### src/rtl/argmax_pkg.sv
// Shared types and constants for the argmax classifier: FSM states, default sizes, signed-minimum score.
package argmax_pkg;

    typedef enum logic [1:0] {
        ST_IDLE = 2'd0,
        ST_SCAN = 2'd1,
        ST_DONE = 2'd2
    } state_t;

    localparam int NUM_CLASSES_DEF = 10;
    localparam int DATA_W_DEF      = 32;

    // Most negative score at the default width; seeds the runner-up tracker.
    localparam logic [DATA_W_DEF-1:0] SCORE_MIN_DEF = {1'b1, {(DATA_W_DEF-1){1'b0}}};

endpackage

### src/rtl/argmax_cmp.sv
// Combinational signed compare-select: the candidate replaces the current best only when strictly greater,
// so ties keep the earlier (lower) index. Zero latency, no flow control.
module argmax_cmp #(
    parameter int DATA_W = 32,
    parameter int IDX_W  = 4
) (
    input  logic [DATA_W-1:0] i_cand,
    input  logic [IDX_W-1:0]  i_cand_idx,
    input  logic [DATA_W-1:0] i_best,
    input  logic [IDX_W-1:0]  i_best_idx,
    output logic              o_take,
    output logic [DATA_W-1:0] o_best,
    output logic [IDX_W-1:0]  o_best_idx
);

    assign o_take     = $signed(i_cand) > $signed(i_best);
    assign o_best     = o_take ? i_cand : i_best;
    assign o_best_idx = o_take ? i_cand_idx : i_best_idx;

endmodule

### src/rtl/argmax_classifier.sv
// Snapshots NUM_CLASSES scores on an acc_ready rising edge, scans one class per cycle, result valid NUM_CLASSES edges
// after capture and held until class_ack; starts while busy are dropped and flagged in overrun. Optional ARGMAX_MARGIN_EN adds margin.
module argmax_classifier
    import argmax_pkg::*;
#(
    parameter int NUM_CLASSES = NUM_CLASSES_DEF,
    parameter int DATA_W      = DATA_W_DEF,
    parameter int IDX_W       = 4,
    parameter int CNT_W       = 8
) (
    input  logic                          clk,
    input  logic                          reset,
    input  logic                          acc_ready,
    input  logic [NUM_CLASSES*DATA_W-1:0] acc_results,
    output logic                          class_valid,
    input  logic                          class_ack,
    output logic [IDX_W-1:0]              class_idx,
    output logic [DATA_W-1:0]             class_score,
    output logic                          busy,
    output logic [CNT_W-1:0]              done_count,
    output logic                          overrun
`ifdef ARGMAX_MARGIN_EN
    ,
    output logic [DATA_W-1:0]             margin
`endif
);

    state_t            r_state;
    state_t            w_state_nxt;
    logic              r_prev_ready;
    logic [DATA_W-1:0] r_snap [NUM_CLASSES];
    logic [DATA_W-1:0] r_best;
    logic [IDX_W-1:0]  r_best_idx;
    logic [IDX_W-1:0]  r_ptr;
    logic              r_class_valid;
    logic [IDX_W-1:0]  r_class_idx;
    logic [DATA_W-1:0] r_class_score;
    logic [CNT_W-1:0]  r_done_count;
    logic              r_overrun;

    logic              w_start;
    logic              w_last;
    logic [DATA_W-1:0] w_cand;
    logic              w_take;
    logic [DATA_W-1:0] w_new_best;
    logic [IDX_W-1:0]  w_new_idx;

    assign w_start = acc_ready && !r_prev_ready;
    assign w_last  = (r_ptr == IDX_W'(NUM_CLASSES - 1));
    assign w_cand  = r_snap[r_ptr];

    argmax_cmp #(
        .DATA_W (DATA_W),
        .IDX_W  (IDX_W)
    ) u_cmp (
        .i_cand     (w_cand),
        .i_cand_idx (r_ptr),
        .i_best     (r_best),
        .i_best_idx (r_best_idx),
        .o_take     (w_take),
        .o_best     (w_new_best),
        .o_best_idx (w_new_idx)
    );

`ifdef ARGMAX_MARGIN_EN
    localparam logic [DATA_W-1:0] W_SMIN = {1'b1, {(DATA_W-1){1'b0}}};
    localparam logic [DATA_W-1:0] W_SMAX = {1'b0, {(DATA_W-1){1'b1}}};

    logic [DATA_W-1:0] r_runner;
    logic [DATA_W-1:0] r_margin;
    logic [DATA_W-1:0] w_runner_nxt;
    logic [DATA_W:0]   w_diff;
    logic [DATA_W-1:0] w_margin;

    // A displaced best becomes the runner-up; otherwise the candidate only competes for second place.
    assign w_runner_nxt = w_take ? r_best :
                          ($signed(w_cand) > $signed(r_runner)) ? w_cand : r_runner;
    assign w_diff       = {w_new_best[DATA_W-1], w_new_best} - {w_runner_nxt[DATA_W-1], w_runner_nxt};

    always_comb begin
        w_margin = w_diff[DATA_W-1:0];
        if (w_diff[DATA_W] != w_diff[DATA_W-1]) begin
            w_margin = w_diff[DATA_W] ? W_SMIN : W_SMAX;
        end
    end

    always_ff @(posedge clk) begin
        if (reset) begin
            r_runner <= W_SMIN;
            r_margin <= '0;
        end else if (r_state == ST_IDLE && w_start) begin
            r_runner <= W_SMIN;
        end else if (r_state == ST_SCAN) begin
            r_runner <= w_runner_nxt;
            if (w_last) begin
                r_margin <= w_margin;
            end
        end
    end

    assign margin = r_margin;
`endif

    always_comb begin
        w_state_nxt = r_state;
        case (r_state)
            ST_IDLE: if (w_start)   w_state_nxt = ST_SCAN;
            ST_SCAN: if (w_last)    w_state_nxt = ST_DONE;
            ST_DONE: if (class_ack) w_state_nxt = ST_IDLE;
            default:                w_state_nxt = ST_IDLE;
        endcase
    end

    // Snapshot isolates the scan from the accelerator overwriting its results mid-scan.
    always_ff @(posedge clk) begin
        if (!reset && r_state == ST_IDLE && w_start) begin
            for (int k = 0; k < NUM_CLASSES; k++) begin
                r_snap[k] <= acc_results[k*DATA_W +: DATA_W];
            end
        end
    end

    always_ff @(posedge clk) begin
        if (reset) begin
            r_state       <= ST_IDLE;
            r_prev_ready  <= 1'b1;
            r_best        <= '0;
            r_best_idx    <= '0;
            r_ptr         <= '0;
            r_class_valid <= 1'b0;
            r_class_idx   <= '0;
            r_class_score <= '0;
            r_done_count  <= '0;
            r_overrun     <= 1'b0;
        end else begin
            r_state      <= w_state_nxt;
            r_prev_ready <= acc_ready;
            if (w_start && r_state != ST_IDLE) begin
                r_overrun <= 1'b1;
            end
            case (r_state)
                ST_IDLE: begin
                    if (w_start) begin
                        r_best     <= acc_results[0 +: DATA_W];
                        r_best_idx <= '0;
                        r_ptr      <= IDX_W'(1);
                    end
                end
                ST_SCAN: begin
                    r_best     <= w_new_best;
                    r_best_idx <= w_new_idx;
                    r_ptr      <= r_ptr + IDX_W'(1);
                    if (w_last) begin
                        r_class_idx   <= w_new_idx;
                        r_class_score <= w_new_best;
                        r_class_valid <= 1'b1;
                        r_done_count  <= r_done_count + CNT_W'(1);
                    end
                end
                ST_DONE: begin
                    if (class_ack) begin
                        r_class_valid <= 1'b0;
                    end
                end
                default: ;
            endcase
        end
    end

    assign class_valid = r_class_valid;
    assign class_idx   = r_class_idx;
    assign class_score = r_class_score;
    assign busy        = (r_state == ST_SCAN);
    assign done_count  = r_done_count;
    assign overrun     = r_overrun;

endmodule

### config.mk
export PLATFORM = sky130hd
export DESIGN_NAME = argmax_classifier
export DESIGN_NICKNAME = d
export VERILOG_FILES = /design/src/rtl/argmax_pkg.sv /design/src/rtl/argmax_cmp.sv /design/src/rtl/argmax_classifier.sv
export SDC_FILE = /design/constraint.sdc
export NUM_CORES = 1
export LEC_CHECK = 0
export BUFFER_PORTS_ARGS = -buffer_cell sky130_fd_sc_hd__buf_2
export CAP_MARGIN = 20
export CORE_MARGIN = 1
export CORE_UTILIZATION = 50
export DETAILED_ROUTE_END_ITERATION = 8
export PLACE_DENSITY = 0.75
export SYNTH_ARGS = -nofsm -noshare
export SYNTH_HDL_FRONTEND = slang
export SYNTH_SLANG_ARGS = --single-unit
### constraint.sdc
create_clock -name clk -period 21 [get_ports clk]
set_input_delay 4.2 -clock clk [delete_from_list [all_inputs] [get_ports clk]]
set_output_delay 4.2 -clock clk [all_outputs]
set_load 0.01 [all_outputs]
==> results.json <==
{
  "chipWidth_um": 186,
  "ios": 371,
  "postCtsSetupRepairBufs": 0,
  "async_reset_ff_share_pct": 0,
  "clock_sinks": 413,
  "cts_buffer_depth": 3,
  "period_minus_slack_ns": 7.67,
  "syn_area_mm2": 0.0169,
  "final_cell_mix": "buf_2 (369), edfxtp_1 (320), a21oi_1 (95)",
  "ant_nets": 0,
  "slew_headroom_pct": 28.0,
  "final_max_slew_viol_count": 0,
  "portBuffers": 370,
  "worstPathArrival_ns": 7.84,
  "power.leakage_nw": 7.33,
  "fp.dieH_um": 186,
  "drive_above_1_share_pct": 36.0,
  "grt-ovfl-total": 0,
  "synth_nets": 1485,
  "drtPass1Iterations": 7,
  "ctsHtreeMaxLevel": 2,
  "grt_pass1_vias": 10900,
  "start_kind": "input pin",
  "period_share_pct": 36.5,
  "die_area_mm2": 0.0345,
  "synth_seq_cells": 413,
  "max-cap-violations": 0,
  "outcome": "finished clean",
  "cp_max_fo": 82,
  "tns_ns": 0,
  "hold_violations": 0,
  "netlist-cell-type-count": 46,
  "finalSetupViolCount": 0,
  "finClkSkew_ns": 0.0202,
  "drc_errors": 0,
  "diodes": 0,
  "first_iter_violations": 653,
  "gp_congestion": 0.773,
  "wl_per_cell_um": 20.1,
  "clk_pin_slew_ns": 0.06,
  "ctsHoldBuffers": 0,
  "antenna_found_initial": 0,
  "start_util_pct": 51.4,
  "viasPerCell": 5.57,
  "power_density_mw_per_mm2": 89.3,
  "cts_tree": "yes",
  "num_rows": 66,
  "ir_drop_uv": 67.2,
  "fmax_mhz": 130,
  "worstPathRequired_ns": 21.17,
  "cts_inserted_buffers": 43,
  "nNetsFinal": 1838,
  "drt-total-wl_um": 39300,
  "grt_use_total_pct": 22.8,
  "hpwl_um": 26500,
  "worst-setup-path-type": "input pin to flip-flop",
  "postSynthAreaPerCell_um2": 15.0,
  "grt_max_degree": 91,
  "fin_util_pct": 62.5,
  "seq_area_frac_synth_pct": 67.9,
  "synth_cells": 1126,
  "cts-resized-gates": 0,
  "area_growth_pct": 21.6,
  "rsz0062_at_grt": "false",
  "via_count": 10900,
  "worst_pin_slew_ns": 1.08,
  "synth_edf_count": 320,
  "clk_latency_ns": 0.55,
  "timing.hold.ws_ns": 0.460,
  "hold_class": "flip-flop to flip-flop",
  "layout_commonest_cell": "buf_2",
  "cp-end-kind": "flip-flop",
  "coreArea_mm2": 0.0329,
  "synth_flop_cell": "edfxtp_1",
  "ys_warn_count": 0,
  "cts_root_buf": "clkbuf_16",
  "grt_pass1_wl_um": 59200
}
## state kept, by name, indices dropped and copies added (netlist names), named ones only
name and count:
r_state 2, r_ptr 4, r_best 32, r_best_idx 4
done_count 8, class_idx 4, class_valid 1, r_prev_ready 1
r_snap 320, class_score 32, overrun 1
## critical path: stages
cell and delay [ns]:
buf_2 0.10, nor2b_1 0.27, nand2_2 0.58, nor2_4 0.74
buf_4 0.86, buf_4 0.88
## cell usage after synthesis, types with 2 or more instances
cell / n / area share (%)
mux2i_1: 32 / 1.9
nand2_1: 79 / 1.8
a21boi_0: 2 / 0.089
o221a_2: 5 / 0.33
buf_2: 9 / 0.27
buf_4: 9 / 0.40
ha_1: 35 / 2.6
nor3_1: 7 / 0.21
a31o_2: 11 / 0.57
a211oi_1: 57 / 2.5
clkbuf_1: 45 / 1.0
nor2_1: 63 / 1.4
a21oi_1: 95 / 2.8
xor2_1: 6 / 0.31
o21ai_0: 7 / 0.21
buf_6: 6 / 0.40
inv_1: 36 / 0.80
nand3_1: 14 / 0.41
edfxtp_1: 320 / 57
nand2b_1: 3 / 0.11
buf_1: 8 / 0.18
dfxtp_1: 93 / 11
a31oi_1: 11 / 0.41
xnor2_1: 2 / 0.10
o211ai_1: 22 / 0.98
nand4_1: 8 / 0.30
a311oi_1: 10 / 0.52
nor4_1: 2 / 0.074
nor2b_1: 33 / 1.2
mux4_2: 64 / 8.5
a32oi_1: 17 / 0.88
## layer usage
metal,vias to the layer above,part of all wire (%),GRT usage [%]
met4,0,2.7,7.34
li1,5098,-,-
met1,5322,40,28.3
met5,-,0,0
met2,385,51,39.6
met3,76,6.7,4.91
## report_power, final
part           internal [mW]  total [mW]  switching [mW]
clock network          0.471       0.778           0.307
logic                 0.0643       0.147          0.0827
registers              0.898       0.909          0.0103
total                   1.43        1.83           0.400
## cells by family after synthesis
family | Yosys count | synth area share (%)
DFF | 413 | 67.9
adders and majority gates | 35 | 2.59
AOI/OAI and AO/OA | 245 | 9.77
xor gates and xnor gates | 8 | 0.415
buffers and inverters | 113 | 3.05
and+or+nand+nor | 215 | 5.74
muxes | 97 | 10.5
## metrics by stage
| step | area (µm²) | setup slack (ns) | cells | total power, mW |
|---|---|---|---|---|
| global route | 20500 | 13.05 | 1955 | 1.89 |
| floorplan | 16900 | 1.84 | 1126 | 1.03 |
| detailed placement | 19100 | 12.78 | 1876 | 1.07 |
| global placement | 19100 | 12.94 | 1876 | 1.07 |
| finish | 20500 | 13.33 | 1955 | 1.83 |
| CTS | 20500 | 13.39 | 1955 | 1.85 |
## worst paths after layout
kind | from | endpoint | slack [ns] | cells after the start
hold reg to reg | r_best_idx[1] | class_idx[1] | 0.46 | 2
setup reg to reg | flip-flop | r_best[1] | 15.22 | 14
setup / recovery | acc_ready | r_snap[1][0] | 13.33 | 6
hold / removal | r_best_idx[1] | class_idx[1] | 0.46 | 2
## layout make-up
| class | count | area, µm² |
|---|---|---|
| flip-flops and latches | 413 | 11500 |
| inverters | 36 | 135 |
| fillers | 2514 | 12300 |
| repair buffers | 385 | 1970 |
| clock buffers | 56 | 1180 |
| well taps | 442 | 553 |
| clock inverters | 23 | 289 |
| multi-input cells | 600 | 4930 |
(Power assumes the default switching activity.)
